## src/rtl/prog_clk_div_pkg.sv

```systemverilog
// Shared constants and helpers for the programmable clock divider.
package prog_clk_div_pkg;

  localparam int DIV_W_DFLT       = 8;
  localparam int DEFAULT_DIV_DFLT = 2;
  localparam int MIN_DIV          = 2;

  // Channel-select width; a single channel still needs a 1-bit select port.
  function automatic int ch_w(input int n);
    return (n <= 1) ? 1 : $clog2(n);
  endfunction

endpackage

```

## src/rtl/clk_div_chan.sv

```systemverilog
// One divider channel: period counter, active/shadow divisor pair and
// registered clk_out / tick outputs.
module clk_div_chan
  import prog_clk_div_pkg::*;
#(
  parameter int DIV_W       = DIV_W_DFLT,
  parameter int DEFAULT_DIV = DEFAULT_DIV_DFLT
) (
  input  logic             clk_in,
  input  logic             rst_n,
  input  logic             en,
  input  logic             restart,
  input  logic             cfg_wr,
  input  logic [DIV_W-1:0] cfg_div,
  output logic             pending,
  output logic             clk_out,
  output logic             tick
);

  logic [DIV_W-1:0] cnt;
  logic [DIV_W-1:0] active;
  logic [DIV_W-1:0] shadow;
  logic [DIV_W-1:0] hi_len;
  logic             wrap;

  // High phase takes the extra cycle when the divisor is odd.
  assign hi_len = active - (active >> 1);
  assign wrap   = (cnt == active - DIV_W'(1));

  // Counter, divisor swap at period boundaries and registered outputs.
  always_ff @(posedge clk_in) begin
    if (!rst_n) begin
      cnt     <= '0;
      active  <= DIV_W'(DEFAULT_DIV);
      shadow  <= DIV_W'(DEFAULT_DIV);
      pending <= 1'b0;
      clk_out <= 1'b0;
      tick    <= 1'b0;
    end else begin
      if (restart || !en) begin
        // Idle/restart: park at the start of a period, pick up any staged divisor.
        cnt     <= '0;
        clk_out <= 1'b0;
        tick    <= 1'b0;
        if (pending) begin
          active <= shadow;
        end
        pending <= 1'b0;
      end else begin
        clk_out <= (cnt < hi_len);
        tick    <= (cnt == '0);
        cnt     <= wrap ? '0 : cnt + DIV_W'(1);
        if (wrap && pending) begin
          active  <= shadow;
          pending <= 1'b0;
        end
      end
      // A write in the same cycle as a swap stages the new value for the next boundary.
      if (cfg_wr) begin
        shadow  <= cfg_div;
        pending <= 1'b1;
      end
    end
  end

endmodule

```

## src/rtl/prog_clk_div.sv

```systemverilog
// Multi-channel programmable clock divider: config decode, write validation,
// error flag and restart fan-out around NUM_CH counter-based channels.
module prog_clk_div
  import prog_clk_div_pkg::*;
#(
  parameter  int NUM_CH      = 3,
  parameter  int DIV_W       = DIV_W_DFLT,
  parameter  int DEFAULT_DIV = DEFAULT_DIV_DFLT,
  localparam int CH_W        = ch_w(NUM_CH)
) (
  input  logic              clk_in,
  input  logic              rst_n,
  input  logic [NUM_CH-1:0] ch_en,
  input  logic              sync_restart,
  input  logic              cfg_we,
  input  logic [CH_W-1:0]   cfg_ch,
  input  logic [DIV_W-1:0]  cfg_div,
  output logic              cfg_err,
  output logic [NUM_CH-1:0] div_pending,
  output logic [NUM_CH-1:0] clk_out,
  output logic [NUM_CH-1:0] tick
);

  logic              ch_ok;
  logic              div_ok;
  logic              wr_ok;
  logic [NUM_CH-1:0] cfg_wr;

  assign ch_ok  = (32'(cfg_ch) < 32'(NUM_CH));
  assign div_ok = (cfg_div >= DIV_W'(MIN_DIV));
  assign wr_ok  = cfg_we && ch_ok && div_ok;

  // Decode an accepted write into a one-hot per-channel strobe.
  always_comb begin
    cfg_wr = '0;
    for (int i = 0; i < NUM_CH; i++) begin
      cfg_wr[i] = wr_ok && (32'(cfg_ch) == 32'(i));
    end
  end

  // Rejected writes flag an error one cycle later.
  always_ff @(posedge clk_in) begin
    if (!rst_n) begin
      cfg_err <= 1'b0;
    end else begin
      cfg_err <= cfg_we && !(ch_ok && div_ok);
    end
  end

  for (genvar g = 0; g < NUM_CH; g++) begin : g_ch
    clk_div_chan #(
      .DIV_W       (DIV_W),
      .DEFAULT_DIV (DEFAULT_DIV)
    ) u_chan (
      .clk_in  (clk_in),
      .rst_n   (rst_n),
      .en      (ch_en[g]),
      .restart (sync_restart),
      .cfg_wr  (cfg_wr[g]),
      .cfg_div (cfg_div),
      .pending (div_pending[g]),
      .clk_out (clk_out[g]),
      .tick    (tick[g])
    );
  end

endmodule

```

## config.mk

```make
export PLATFORM = sky130hd
export DESIGN_NAME = prog_clk_div
export DESIGN_NICKNAME = d
export VERILOG_FILES = /design/src/rtl/prog_clk_div_pkg.sv /design/src/rtl/clk_div_chan.sv /design/src/rtl/prog_clk_div.sv
export SDC_FILE = /design/constraint.sdc
export NUM_CORES = 1
export LEC_CHECK = 0
export BUFFER_PORTS_ARGS = -buffer_cell sky130_fd_sc_hd__clkbuf_2
export CAP_MARGIN = 30
export CORE_MARGIN = 2
export CORE_UTILIZATION = 35
export DETAILED_ROUTE_END_ITERATION = 8
export HOLD_SLACK_MARGIN = 0.12
export MAX_ROUTING_LAYER = met4
export PLACE_DENSITY_LB_ADDON = 0.12
export SYNTH_ARGS = -nofsm -noshare
export SYNTH_HDL_FRONTEND = slang
export SYNTH_SLANG_ARGS = --single-unit
```

## constraint.sdc

```tcl
create_clock -name clk_in -period 5.2 [get_ports clk_in]
set_input_delay 0.26 -clock clk_in [delete_from_list [all_inputs] [get_ports clk_in]]
set_output_delay 0.26 -clock clk_in [all_outputs]
set_load 0.1 [all_outputs]
```

==> run_summary.xml, run 1 <==
<?xml version="1.0" encoding="UTF-8"?>
<metrics>
  <group name="run_status">
    <metric name="status" unit="">completed</metric>
  </group>
  <group name="clock_network">
    <metric name="clock_tree.htree_level_count" unit="">3</metric>
    <metric name="cts.path.max_buffers" unit="">2</metric>
    <metric name="cts-root-buf" unit="">sky130_fd_sc_hd__clkbuf_16</metric>
    <metric name="cts.clk_slew.worst_paths" unit="ps">70</metric>
    <metric name="numClockSinks" unit="">82</metric>
    <metric name="cts.hold.buffers_added" unit="">0</metric>
    <metric name="tritoncts" unit="">built</metric>
    <metric name="worst_skew_late_latency" unit="ps">350</metric>
    <metric name="cts_post_setup_buffers_inserted" unit="">0</metric>
    <metric name="cts-resized-gates" unit="">0</metric>
    <metric name="cts_made_buffers" unit="">9</metric>
  </group>
  <group name="synthesis">
    <metric name="netlist.top_cell.by_area" unit="">sky130_fd_sc_hd__dfxtp_1</metric>
    <metric name="ys_types" unit="">46</metric>
    <metric name="synthArstFlopShare" unit="%">0</metric>
    <metric name="synthesis.area" unit="sq um">5350</metric>
    <metric name="yosys_most_used_dff" unit="">sky130_fd_sc_hd__dfxtp_1</metric>
    <metric name="post_synth_net_total" unit="">691</metric>
    <metric name="synth_enable_flop_cells" unit="">0</metric>
    <metric name="ys_top_cells_by_area" unit="">sky130_fd_sc_hd__dfxtp_1, sky130_fd_sc_hd__ha_1, sky130_fd_sc_hd__xnor2_1</metric>
    <metric name="postSynthCellCount" unit="">599</metric>
    <metric name="synth_most_common_cell" unit="">sky130_fd_sc_hd__dfxtp_1</metric>
    <metric name="synthDominantCellAreaShare" unit="%">30.7</metric>
    <metric name="synthesis.yosys.warnings" unit="">0</metric>
    <metric name="leading_cell_types_by_count_after_synthesis" unit="">sky130_fd_sc_hd__dfxtp_1, sky130_fd_sc_hd__ha_1, sky130_fd_sc_hd__nor2_1</metric>
    <metric name="postSynthRegisterBits" unit="">82</metric>
    <metric name="syn_avg_cell_area" unit="sq um">8.92</metric>
    <metric name="synth.yosys.seq_area_share" unit="%">30.7</metric>
  </group>
  <group name="route">
    <metric name="post_drt_via_cell_ratio" unit="">4.84</metric>
    <metric name="wl_per_cell" unit="microns">14.0</metric>
    <metric name="number_of_antenna_violating_nets_in_the_routed_design" unit="">0</metric>
    <metric name="routed-via-count" unit="">3907</metric>
    <metric name="remaining_routing_drc_violations" unit="">0</metric>
    <metric name="drt-pass1-iter-count" unit="">4</metric>
    <metric name="drt_wl_total" unit="mm">11.3</metric>
    <metric name="drt_iter0_drc" unit="">199</metric>
  </group>
  <group name="cells_and_area">
    <metric name="flow.area_growth_from_synthesis" unit="%">10.4</metric>
    <metric name="final_layout_size_suffix_gt1_share" unit="%">9.21</metric>
    <metric name="finalNetCount" unit="">706</metric>
    <metric name="finalNonFillerCells" unit="">807</metric>
    <metric name="antenna_fix_cells" unit="">0</metric>
  </group>
  <group name="floorplan">
    <metric name="fp.dieArea" unit="sq um">16300</metric>
    <metric name="core.rowCount" unit="">45</metric>
    <metric name="die_h" unit="microns">128</metric>
    <metric name="initial_cell_density_of_the_core" unit="%">35.4</metric>
    <metric name="core_region_area" unit="sq um">15100</metric>
    <metric name="die_w" unit="microns">128</metric>
    <metric name="design.portCount" unit="">27</metric>
  </group>
  <group name="grt">
    <metric name="grtUsageTotal" unit="%">15.6</metric>
    <metric name="grt_max_degree" unit="">49</metric>
    <metric name="grt_pass1_wl" unit="mm">19.6</metric>
    <metric name="gr-total-overflow" unit="">0</metric>
    <metric name="antenna_found_initial" unit="">0</metric>
    <metric name="number_of_global_route_vias_before_repair" unit="">3917</metric>
  </group>
  <group name="timing">
    <metric name="fin_worst_skew" unit="ps">10.9</metric>
    <metric name="period_share" unit="%">50.5</metric>
    <metric name="finalSetupViolCount" unit="">0</metric>
    <metric name="setup_total_negative_slack" unit="ps">0</metric>
    <metric name="timing.final.hold_violations" unit="">0</metric>
    <metric name="timing.final.ws_setup" unit="ps">2570</metric>
    <metric name="maxSlewHeadroom" unit="%">48.1</metric>
    <metric name="fmax" unit="MHz">381</metric>
    <metric name="rsz0062_at_grt" unit="">false</metric>
    <metric name="finalCriticalPeriod" unit="ps">2630</metric>
    <metric name="slew_viol_final" unit="">0</metric>
    <metric name="worst-slew-pin-transition" unit="ps">777</metric>
    <metric name="hold_ws" unit="ps">157</metric>
  </group>
  <group name="worst_hold_path">
    <metric name="hold_path.class" unit="">input port to flop</metric>
    <metric name="hold_path_startpoint" unit="">cfg_we</metric>
  </group>
  <group name="pwr">
    <metric name="worst_ir_drop_vdd" unit="uV">154</metric>
    <metric name="power.static_leakage" unit="nW">2.47</metric>
    <metric name="cellPowerDensity" unit="nW/um^2">248</metric>
  </group>
  <group name="place">
    <metric name="numPortBuffers" unit="">26</metric>
    <metric name="dp_slack" unit="ps">2600</metric>
    <metric name="dp_cells" unit="">791</metric>
    <metric name="hpwlAfterDp" unit="mm">8.56</metric>
    <metric name="gp_congestion" unit="">0.849</metric>
  </group>
  <group name="worst_setup_path">
    <metric name="crit_path_end_kind" unit="">flop</metric>
    <metric name="worstSetupPathType" unit="">flop to flop</metric>
    <metric name="cp-start-kind" unit="">flop</metric>
    <metric name="rr_startpoint" unit="">g_ch[0].u_chan.active[3]$_SDFFE_PN0P_</metric>
    <metric name="timing.critical_path.from" unit="">g_ch[0].u_chan.active[3]$_SDFFE_PN0P_</metric>
    <metric name="worst_endpoint_data_arrival_time" unit="ps">2900</metric>
    <metric name="crit_path_max_fanout" unit="">4</metric>
    <metric name="cp.required" unit="ps">5470</metric>
  </group>
  <group name="run">
    <metric name="maxCapViolations" unit="">0</metric>
  </group>
</metrics>
==> cell usage in the layout (no fill, tap or decap), drive strengths merged, types with 2 or more instances in the layout <==
master,instances
o211ai,2
o41ai,2
clkbuf,35
nand3b,4
a211oi,3
and3,9
o21bai,11
nand4b,3
a41oi,2
nor2b,3
o21ai,20
dfxtp,82
xnor2,44
a21oi,13
ha,72
a211o,3
o21a,2
a31oi,5
nor3,6
nand3,35
fa,3
nor2,57
or4,2
inv,54
buf,2
a21boi,5
xor2,31
a21o,10
o21ba,3
nand2,44
nor4,5
nand2b,7
mux2i,33
==> kinds of logic (layout without fill, tap and decap cells) <==
kind of cell / after synthesis / in the layout / synth area share (%)
and+or+nand+nor: 177 / 177 / 15.9
adders and majority gates: 75 / 75 / 18.0
buffers and inverters: 73 / 93 / 6.04
AOI/OAI and AO/OA: 84 / 84 / 10.9
xor gates and xnor gates: 75 / 75 / 12.3
DFF: 82 / 82 / 30.7
muxes: 33 / 33 / 6.18
==> final timing paths <==
check	to	slack (ps)	cells past startpoint
worst max-delay path	g_ch[0].u_chan.clk_out$_SDFF_PP0_	2570	11
worst min-delay path	cfg_err$_SDFF_PN0_	160	3
worst max register to register	g_ch[0].u_chan.clk_out$_SDFF_PP0_	2570	11
worst min register to register	g_ch[0].u_chan.active[2]$_SDFFE_PN0P_	450	2
==> stage by stage <==
| stage | power (mW) | cell area (sq um) | utilization (%) |
|---|---|---|---|
| 3_3_place_gp | 0.792 | 5590 | 37.0 |
| 6_report | 1.47 | 5900 | 39.1 |
| 5_1_grt | 1.53 | 5900 | 39.1 |
| 4_1_cts | 1.49 | 5900 | 39.1 |
| 2_1_floorplan | 0.763 | 5350 | - |
| 3_5_place_dp | 0.793 | 5590 | 37.0 |
==> per-layer routing <==
| metal | GRT usage (%) | routed length (microns) | share of wire, % | up-vias |
|---|---|---|---|---|
| li1 | - | - | - | 2042 |
| met1 | 20.8 | 5900 | 52 | 1802 |
| met2 | 23.8 | 4910 | 43 | 48 |
| met5 | - | 0 | 0 | - |
| met3 | 2.68 | 276 | 2.4 | 15 |
| met4 | 5.49 | 223 | 2.0 | 0 |
==> power breakdown <==
part	internal, mW	switching (mW)
combinational	0.0453	0.0835
sequential	0.639	0.00890
clock	0.388	0.302
total	1.07	0.394
==> worst max-delay path, stage by stage (launching register included) <==
cell and delay, ps:
sky130_fd_sc_hd__dfxtp_1 450, sky130_fd_sc_hd__inv_1 130, sky130_fd_sc_hd__ha_1 320, sky130_fd_sc_hd__inv_1 60
sky130_fd_sc_hd__a21o_1 170, sky130_fd_sc_hd__a21oi_1 160, sky130_fd_sc_hd__nor2_1 80, sky130_fd_sc_hd__o41ai_1 350
sky130_fd_sc_hd__xnor2_1 170, sky130_fd_sc_hd__ha_1 260, sky130_fd_sc_hd__a211o_1 290, sky130_fd_sc_hd__a31oi_1 120
==> flip-flops by register name, indices dropped and copies added, names as in the netlist <==
register,cells
g_ch.u_chan.clk_out,3
cfg_err,1
g_ch.u_chan.pending,3
g_ch.u_chan.active,24
g_ch.u_chan.shadow,24
g_ch.u_chan.cnt,24
g_ch.u_chan.tick,3
==> final cells by class <==
type                    count  area (sq um)
well taps                 188           235
repair buffers             28           145
flip-flops and latches     82          1640
fillers                  1552          9190
clock inverters             7          91.3
multi-input cells         444          3380
inverters                  49           184
clock buffers               9           225
Note: power is estimated with default switching activity, not from simulation.
==> inputs of run 2 (changes only) <==
--- a/config.mk
+++ b/config.mk
@@ -5,6 +5,7 @@
 export SDC_FILE = /design/constraint.sdc
 export NUM_CORES = 1
 export LEC_CHECK = 0
+export ABC_AREA = 1
 export BUFFER_PORTS_ARGS = -buffer_cell sky130_fd_sc_hd__clkbuf_2
 export CAP_MARGIN = 30
 export CORE_MARGIN = 2
==> constraint.sdc (replaced) <==
create_clock -name clk_in -period 2.55 [get_ports clk_in]
set_input_delay 0.1275 -clock clk_in [delete_from_list [all_inputs] [get_ports clk_in]]
set_output_delay 0.1275 -clock clk_in [all_outputs]
set_load 0.1 [all_outputs]
==> run 2 against run 1 <==
  * Worst hold slack improved by 13 ps
  * Non-clock buffer count grew 51
  * Die area rose by 7.6%
  * Synthesized cell count grew 36%
  * Total power up 140%
  * Critical path depth grew 2
  * Clock skew shrank 1.0 ps
  * Fmax is 6.0% higher
  * Clock-buffer cell count unchanged
  * Critical endpoint is now g_ch[1].u_chan.clk_out$_SDFF_PP0_
  * Largest cell class unchanged
  * Flip-flop and latch count stayed put
  * Largest power group unchanged
  * Sequential share of layout area fell by 3.8 points
  * Final cell count is 36% higher
==> run_summary.xml, run 2 <==
<?xml version="1.0" encoding="UTF-8"?>
<metrics>
  <group name="run_status">
    <metric name="status" unit="">completed</metric>
  </group>
  <group name="clock_network">
    <metric name="worst_skew_late_latency" unit="ps">360</metric>
    <metric name="cts.path.max_buffers" unit="">2</metric>
    <metric name="cts-root-buf" unit="">sky130_fd_sc_hd__clkbuf_16</metric>
    <metric name="tritoncts" unit="">built</metric>
    <metric name="cts.clk_slew.worst_paths" unit="ps">70</metric>
    <metric name="clock_tree.htree_level_count" unit="">3</metric>
    <metric name="cts_made_buffers" unit="">9</metric>
    <metric name="numClockSinks" unit="">82</metric>
  </group>
  <group name="worst_setup_path">
    <metric name="critical_path.cell_chain" unit="">inv_2 -&gt; ha_4 -&gt; inv_1 -&gt; a21oi_2 -&gt; o31ai_2 -&gt; buf_4 -&gt; nand2_1 -&gt; o311ai_0 -&gt; xor2_1 -&gt; ha_1 -&gt; a21oi_1 -&gt; o21ai_0 -&gt; nor4_2</metric>
    <metric name="cp-start-kind" unit="">flop</metric>
    <metric name="worst_reg2reg_path_endpoint" unit="">g_ch[1].u_chan.clk_out$_SDFF_PP0_</metric>
    <metric name="worstSetupPathType" unit="">flop to flop</metric>
    <metric name="reg2reg_slack" unit="ps">70</metric>
    <metric name="worst_r2r_path_cells" unit="">13</metric>
    <metric name="slowest_stage_cell_cp" unit="">sky130_fd_sc_hd__dfxtp_2</metric>
    <metric name="crit_path_max_fanout" unit="">4</metric>
    <metric name="rr_startpoint" unit="">g_ch[1].u_chan.active[3]$_SDFFE_PN0P_</metric>
    <metric name="crit_path_end_kind" unit="">flop</metric>
    <metric name="worst_endpoint_data_arrival_time" unit="ps">2740</metric>
    <metric name="cp.required" unit="ps">2810</metric>
    <metric name="maximum_cell_stage_delay_along_the_critical_path" unit="ps">340</metric>
  </group>
  <group name="floorplan">
    <metric name="die_w" unit="microns">132</metric>
    <metric name="core.rowCount" unit="">46</metric>
    <metric name="design.portCount" unit="">27</metric>
    <metric name="fp.dieArea" unit="sq um">17500</metric>
    <metric name="initial_cell_density_of_the_core" unit="%">36.0</metric>
    <metric name="core_region_area" unit="sq um">16000</metric>
    <metric name="die_h" unit="microns">132</metric>
  </group>
  <group name="pwr">
    <metric name="power_switching" unit="mW">1.13</metric>
    <metric name="power.static_leakage" unit="nW">3.11</metric>
    <metric name="combPwrFrac" unit="%">22.0</metric>
    <metric name="worst_ir_drop_vdd" unit="uV">387</metric>
    <metric name="netSwitchingFraction" unit="%">31.9</metric>
    <metric name="total_power" unit="mW">3.54</metric>
    <metric name="cellPowerDensity" unit="nW/um^2">510</metric>
    <metric name="cellInternalPower" unit="mW">2.41</metric>
    <metric name="seqPwrFrac" unit="%">38.0</metric>
    <metric name="share_clk_of_total_power" unit="%">40.1</metric>
  </group>
  <group name="cells_and_area">
    <metric name="final_layout_size_suffix_gt1_share" unit="%">17.7</metric>
    <metric name="largest_registers_ranked_by_flip_flop_count" unit="">g_ch.u_chan.active (24), g_ch.u_chan.cnt (24), g_ch.u_chan.shadow (24)</metric>
    <metric name="antenna_fix_cells" unit="">0</metric>
    <metric name="flow.area_growth_from_synthesis" unit="%">20.5</metric>
    <metric name="layout_commonest_cell" unit="">sky130_fd_sc_hd__nand2_1</metric>
    <metric name="multi_input_area" unit="sq um">3680</metric>
    <metric name="num-fill-cells" unit="">1693</metric>
    <metric name="layout_common_cells" unit="">sky130_fd_sc_hd__nand2_1, sky130_fd_sc_hd__inv_1, sky130_fd_sc_hd__nand3_1</metric>
    <metric name="finalNetCount" unit="">968</metric>
    <metric name="layout.area.seq" unit="sq um">1670</metric>
  </group>
  <group name="timing">
    <metric name="setup_total_negative_slack" unit="ps">0</metric>
    <metric name="rsz0062_at_grt" unit="">true</metric>
    <metric name="maxSlewHeadroom" unit="%">43.1</metric>
    <metric name="timing.final.hold_violations" unit="">0</metric>
    <metric name="finalSetupViolCount" unit="">0</metric>
    <metric name="fin_worst_skew" unit="ps">9.91</metric>
    <metric name="fmax" unit="MHz">403</metric>
    <metric name="finalCriticalPeriod" unit="ps">2480</metric>
    <metric name="worst-slew-pin-transition" unit="ps">853</metric>
    <metric name="slew_viol_final" unit="">0</metric>
    <metric name="period_share" unit="%">97.2</metric>
  </group>
  <group name="place">
    <metric name="numPortBuffers" unit="">26</metric>
    <metric name="gp_congestion" unit="">0.850</metric>
    <metric name="hpwlAfterDp" unit="mm">10.9</metric>
  </group>
  <group name="grt">
    <metric name="grtUsageTotal" unit="%">17.8</metric>
    <metric name="gr-total-overflow" unit="">0</metric>
    <metric name="number_of_global_route_vias_before_repair" unit="">5173</metric>
    <metric name="grt_pass1_wl" unit="mm">24.7</metric>
    <metric name="grt_max_degree" unit="">23</metric>
    <metric name="antenna_found_initial" unit="">0</metric>
  </group>
  <group name="run">
    <metric name="maxCapViolations" unit="">0</metric>
  </group>
  <group name="route">
    <metric name="routed-via-count" unit="">5217</metric>
    <metric name="post_drt_via_cell_ratio" unit="">4.76</metric>
    <metric name="drt_wl_total" unit="mm">14.8</metric>
    <metric name="drt-pass1-iter-count" unit="">5</metric>
    <metric name="wl_per_cell" unit="microns">13.5</metric>
    <metric name="number_of_antenna_violating_nets_in_the_routed_design" unit="">0</metric>
    <metric name="drt_iter0_drc" unit="">255</metric>
    <metric name="remaining_routing_drc_violations" unit="">0</metric>
  </group>
  <group name="synthesis">
    <metric name="post_synth_net_total" unit="">906</metric>
    <metric name="synth_enable_flop_cells" unit="">0</metric>
    <metric name="postSynthCellCount" unit="">814</metric>
    <metric name="synth.yosys.seq_area_share" unit="%">28.5</metric>
    <metric name="synthesis.yosys.warnings" unit="">0</metric>
    <metric name="postSynthRegisterBits" unit="">82</metric>
    <metric name="synthesis.area" unit="sq um">5770</metric>
    <metric name="syn_avg_cell_area" unit="sq um">7.08</metric>
    <metric name="yosys_most_used_dff" unit="">sky130_fd_sc_hd__dfxtp_1</metric>
    <metric name="ys_types" unit="">33</metric>
    <metric name="leading_cell_types_by_count_after_synthesis" unit="">sky130_fd_sc_hd__nand2_1, sky130_fd_sc_hd__inv_1, sky130_fd_sc_hd__nand3_1</metric>
    <metric name="netlist.top_cell.by_area" unit="">sky130_fd_sc_hd__dfxtp_1</metric>
    <metric name="synthDominantCellAreaShare" unit="%">28.5</metric>
    <metric name="synth_most_common_cell" unit="">sky130_fd_sc_hd__nand2_1</metric>
    <metric name="synthArstFlopShare" unit="%">0</metric>
    <metric name="ys_top_cells_by_area" unit="">sky130_fd_sc_hd__dfxtp_1, sky130_fd_sc_hd__ha_1, sky130_fd_sc_hd__nand2_1</metric>
  </group>
  <group name="worst_hold_path">
    <metric name="hold_path_startpoint" unit="">sync_restart</metric>
    <metric name="hold_path.class" unit="">input port to flop</metric>
    <metric name="min_delay_path_depth" unit="">4</metric>
    <metric name="timing.hold.worst_endpoint" unit="">g_ch[0].u_chan.pending$_SDFFE_PN0P_</metric>
  </group>
</metrics>
==> run 2: cell count changes after synthesis, sizes merged, moves of 33 or more <==
cell	change
a21oi	+67
nand2	+139
nand3	+70
xnor2	-39
mux2i	-33
inv	+66
==> run 2: metal layers <==
layer,routed length (microns),share of wire [%],up-vias,GRT usage (%)
li1,-,-,2754,-
met1,7060,48,2378,22.6
met2,7030,47,71,28.9
met3,578,3.9,14,3.77
met4,153,1.0,0,4.24
met5,0,0,-,-
==> run 2: worst max path at each step <==
stage                                        endpoint  slack [ps]                             startpoint
floorplan           g_ch[2].u_chan.clk_out$_SDFF_PP0_         190  g_ch[2].u_chan.active[2]$_SDFFE_PN0P_
global placement    g_ch[1].u_chan.clk_out$_SDFF_PP0_         120  g_ch[1].u_chan.active[2]$_SDFFE_PN0P_
detailed placement  g_ch[2].u_chan.clk_out$_SDFF_PP0_          80  g_ch[2].u_chan.active[2]$_SDFFE_PN0P_
CTS                 g_ch[2].u_chan.clk_out$_SDFF_PP0_          40  g_ch[2].u_chan.active[2]$_SDFFE_PN0P_
global route        g_ch[1].u_chan.clk_out$_SDFF_PP0_         -70  g_ch[1].u_chan.active[3]$_SDFFE_PN0P_
finish              g_ch[1].u_chan.clk_out$_SDFF_PP0_          70  g_ch[1].u_chan.active[3]$_SDFFE_PN0P_
==> run 2: repair_timing <==
| action | CTS | global route |
|---|---|---|
| hold endpoints to repair | 19 | 0 |
| buffers inserted | 0 | 11 |
| hold buffers | 13 | 0 |
| endpoints found under the setup margin | 0 | 3 |
| resized for setup | 0 | 57 |
==> run 2: final cells by class <==
type,count,share of cell area (%)
multi-input combinational,588,53.0
sequential,82,24.0
timing repair buffer,79,8.07
inverter,116,6.45
tap,216,3.89
clock buffer,9,3.24
clock inverter,7,1.33
==> run 2: through the flow <==
| stage | setup slack (ps) | std cells | cell area [sq um] | util (%) | hold WS, ps |
|---|---|---|---|---|---|
| final | 71.0 | 1097 | 6950 | 43.4 | 171 |
| after global routing | -72.5 | 1097 | 6950 | 43.4 | 211 |
| after CTS | 35.4 | 1086 | 6640 | 41.5 | 163 |
| after detailed placement | 80.4 | 1057 | 6190 | 38.7 | 383 |
| after global placement | 116 | 1057 | 6190 | 38.7 | 369 |
| after floorplan | 190 | 814 | 5770 | - | 264 |
==> run 2: power groups by stage <==
| stage | combinational [mW] | clock (mW) | sequential, mW |
|---|---|---|---|
| after CTS | 0.705 | 1.47 | 1.35 |
| after global placement | 0.675 | 0 | 1.37 |
| after global routing | 0.875 | 1.52 | 1.35 |
| after floorplan | 0.524 | 0 | 1.37 |
| after detailed placement | 0.684 | 0 | 1.37 |
| final | 0.779 | 1.42 | 1.35 |
==> run 2: worst max-delay path: cells and delay by family (launching register included) <==
family / cells / cell delay [ps]
compound gates: 5 / 640
fa+ha+maj: 2 / 620
flops: 1 / 340
simple gates: 2 / 330
buf+inv: 3 / 290
xor+xnor: 1 / 180
==> run 2: cell families (layout without fill, tap and decap cells) <==
| family | count (synthesis) | in the layout | share of synthesized area (%) |
|---|---|---|---|
| adder cells (fa/ha/maj) | 75 | 75 | 16.7 |
| XOR/XNOR | 35 | 35 | 5.32 |
| AND/OR/NAND/NOR | 374 | 374 | 28.8 |
| AO/OA/AOI/OAI | 104 | 104 | 9.89 |
| buffers and inverters | 144 | 211 | 10.9 |
| flip-flops | 82 | 82 | 28.5 |
==> inputs of run 3 (changes only) <==
==> constraint.sdc (replaced) <==
create_clock -name clk_in -period 2.55 [get_ports clk_in]
set_input_delay 0.255 -clock clk_in [delete_from_list [all_inputs] [get_ports clk_in]]
set_output_delay 0.255 -clock clk_in [all_outputs]
set_load 0.1 [all_outputs]
==> run 3 against run 2 <==
  * Non-clock buffer count fell by 21
  * Worst hold slack lost 34 ps
  * Final cell count shrank 2.0%
  * Flip-flop and latch count unchanged
  * Routed wire length fell by 0.74%
  * Total power decreased by 5.6%
  * Sequential power about the same
  * Global-route usage is 0.32 points higher
  * Design area down 4.6%
  * Clock skew fell by 0.84 ps
==> run_summary.xml, run 3 (same netlist as run 2, synthesis figures left out) <==
<?xml version="1.0" encoding="UTF-8"?>
<metrics>
  <group name="worst_setup_path">
    <metric name="critical_path.endpoint" unit="">g_ch[2].u_chan.clk_out$_SDFF_PP0_</metric>
    <metric name="worstSetupPathType" unit="">flop to flop</metric>
    <metric name="cp-start-kind" unit="">flop</metric>
    <metric name="worst_endpoint_data_arrival_time" unit="ps">2660</metric>
    <metric name="crit_path_max_fanout" unit="">3</metric>
    <metric name="crit_path_end_kind" unit="">flop</metric>
    <metric name="worst_r2r_path_cells" unit="">15</metric>
    <metric name="rr_startpoint" unit="">g_ch[2].u_chan.active[3]$_SDFFE_PN0P_</metric>
    <metric name="reg2reg_slack" unit="ps">160</metric>
    <metric name="timing.critical_path.from" unit="">g_ch[2].u_chan.active[3]$_SDFFE_PN0P_</metric>
    <metric name="worst_reg2reg_path_endpoint" unit="">g_ch[2].u_chan.clk_out$_SDFF_PP0_</metric>
    <metric name="cp.required" unit="ps">2820</metric>
  </group>
  <group name="timing">
    <metric name="timing.final.hold_violations" unit="">0</metric>
    <metric name="rsz0062_at_grt" unit="">true</metric>
    <metric name="worst-slew-pin-transition" unit="ps">677</metric>
    <metric name="slew_viol_final" unit="">0</metric>
    <metric name="fin_worst_skew" unit="ps">9.07</metric>
    <metric name="period_share" unit="%">93.7</metric>
    <metric name="finalSetupViolCount" unit="">0</metric>
    <metric name="setup_total_negative_slack" unit="ps">0</metric>
    <metric name="timing.final.ws_setup" unit="ps">161</metric>
    <metric name="finalCriticalPeriod" unit="ps">2390</metric>
    <metric name="fmax" unit="MHz">419</metric>
    <metric name="maxSlewHeadroom" unit="%">54.8</metric>
  </group>
  <group name="route">
    <metric name="remaining_routing_drc_violations" unit="">0</metric>
    <metric name="drt_iter0_drc" unit="">311</metric>
    <metric name="drt_wl_total" unit="mm">14.7</metric>
    <metric name="number_of_antenna_violating_nets_in_the_routed_design" unit="">0</metric>
    <metric name="wl_per_cell" unit="microns">13.7</metric>
    <metric name="routed-via-count" unit="">5204</metric>
    <metric name="drt-pass1-iter-count" unit="">4</metric>
    <metric name="post_drt_via_cell_ratio" unit="">4.84</metric>
  </group>
  <group name="grt">
    <metric name="grt_pass1_wl" unit="mm">24.9</metric>
    <metric name="grtUsageTotal" unit="%">18.1</metric>
    <metric name="number_of_global_route_vias_before_repair" unit="">5170</metric>
    <metric name="grt_max_degree" unit="">19</metric>
    <metric name="gr-total-overflow" unit="">0</metric>
    <metric name="antenna_found_initial" unit="">0</metric>
  </group>
  <group name="run_status">
    <metric name="status" unit="">completed</metric>
  </group>
  <group name="cells_and_area">
    <metric name="largest_registers_ranked_by_flip_flop_count" unit="">g_ch.u_chan.active (24), g_ch.u_chan.cnt (24), g_ch.u_chan.shadow (24)</metric>
    <metric name="finalNonFillerCells" unit="">1075</metric>
    <metric name="layout_commonest_cell" unit="">sky130_fd_sc_hd__nand2_1</metric>
    <metric name="num-fill-cells" unit="">1724</metric>
    <metric name="layout_common_cells" unit="">sky130_fd_sc_hd__nand2_1, sky130_fd_sc_hd__inv_1, sky130_fd_sc_hd__nand3_1</metric>
    <metric name="flow.area_growth_from_synthesis" unit="%">15.0</metric>
    <metric name="antenna_fix_cells" unit="">0</metric>
    <metric name="finalNetCount" unit="">947</metric>
    <metric name="final_core_util" unit="%">41.4</metric>
    <metric name="final_layout_size_suffix_gt1_share" unit="%">15.4</metric>
  </group>
  <group name="pwr">
    <metric name="total_power" unit="mW">3.35</metric>
    <metric name="cellPowerDensity" unit="nW/um^2">505</metric>
    <metric name="power.static_leakage" unit="nW">2.98</metric>
    <metric name="worst_ir_drop_vdd" unit="uV">341</metric>
  </group>
  <group name="floorplan">
    <metric name="initial_cell_density_of_the_core" unit="%">36.0</metric>
    <metric name="design.portCount" unit="">27</metric>
    <metric name="die_h" unit="microns">132</metric>
    <metric name="core_region_area" unit="sq um">16000</metric>
    <metric name="core.rowCount" unit="">46</metric>
    <metric name="fp.dieArea" unit="sq um">17500</metric>
    <metric name="die_w" unit="microns">132</metric>
  </group>
  <group name="clock_network">
    <metric name="cts-root-buf" unit="">sky130_fd_sc_hd__clkbuf_16</metric>
    <metric name="cts.path.max_buffers" unit="">2</metric>
    <metric name="cts.clk_slew.worst_paths" unit="ps">70</metric>
    <metric name="cts_made_buffers" unit="">9</metric>
    <metric name="numClockSinks" unit="">82</metric>
    <metric name="tritoncts" unit="">built</metric>
    <metric name="worst_skew_late_latency" unit="ps">360</metric>
    <metric name="clock_tree.htree_level_count" unit="">3</metric>
  </group>
  <group name="run">
    <metric name="maxCapViolations" unit="">0</metric>
  </group>
  <group name="place">
    <metric name="gp_congestion" unit="">0.867</metric>
    <metric name="hpwlAfterDp" unit="mm">11.2</metric>
    <metric name="dp_slack" unit="ps">65.9</metric>
    <metric name="numPortBuffers" unit="">26</metric>
    <metric name="dp_cells" unit="">1056</metric>
  </group>
  <group name="worst_hold_path">
    <metric name="min_delay_path_depth" unit="">3</metric>
    <metric name="hold_path.class" unit="">input port to flop</metric>
  </group>
</metrics>
run 3: worst max-delay path: stages (launching register included):
cell and delay, ps:
sky130_fd_sc_hd__dfxtp_1 330, sky130_fd_sc_hd__inv_1 110, sky130_fd_sc_hd__ha_4 310, sky130_fd_sc_hd__inv_1 50, sky130_fd_sc_hd__a21oi_1 150, sky130_fd_sc_hd__o31ai_2 110, sky130_fd_sc_hd__buf_4 150, sky130_fd_sc_hd__nand2_1 60
sky130_fd_sc_hd__o311ai_0 140, sky130_fd_sc_hd__xor2_1 180, sky130_fd_sc_hd__ha_1 310, sky130_fd_sc_hd__nand2_1 80, sky130_fd_sc_hd__inv_1 40, sky130_fd_sc_hd__nand3_1 60, sky130_fd_sc_hd__a21oi_1 40, sky130_fd_sc_hd__nor4_1 190
run 3: stage by stage:
step | hold slack [ps] | instance area, sq um
after floorplan | 391 | 5770
after global placement | 447 | 6190
after detailed placement | 450 | 6190
after CTS | 123 | 6460
after global routing | 151 | 6630
final | 136 | 6630
run 3: cell type report:
cell class	instances	area [sq um]	area share, %
clock inverters	6	50.0	0.755
well taps	216	270	4.08
flip-flops and latches	82	1660	25.0
clock buffers	9	225	3.40
inverters	116	438	6.61
multi-input cells	588	3620	54.6
repair buffers	58	370	5.59
run 3: per-layer routing:
| layer | GRT usage, % | wire length (microns) |
|---|---|---|
| met5 | - | 0 |
| met4 | 5.26 | 205 |
| met3 | 3.96 | 489 |
| met2 | 28.8 | 6870 |
| met1 | 23.1 | 7150 |
run 3: how the worst min path moves through the flow:
stage,start,to,slack (ps)
floorplan,cfg_we,cfg_err$_SDFF_PN0_,390
global placement,g_ch[1].u_chan.shadow[2]$_SDFFE_PN0P_,g_ch[1].u_chan.shadow[2]$_SDFFE_PN0P_,450
detailed placement,g_ch[2].u_chan.shadow[1]$_SDFFE_PN1P_,g_ch[2].u_chan.shadow[1]$_SDFFE_PN1P_,450
CTS,cfg_we,cfg_err$_SDFF_PN0_,120
global route,cfg_we,cfg_err$_SDFF_PN0_,150
finish,cfg_we,cfg_err$_SDFF_PN0_,140
run 3: power by group:
group	total, mW	internal (mW)	switching [mW]
combinational	0.726	0.274	0.452
clock	1.27	0.668	0.605
sequential	1.35	1.32	0.0281
total	3.35	2.26	1.08
run 3: timing repair:
action,in CTS,in global routing
hold buffers,0,0
endpoints found under the setup margin,0,3
buffers inserted,0,4
resized for setup,0,36
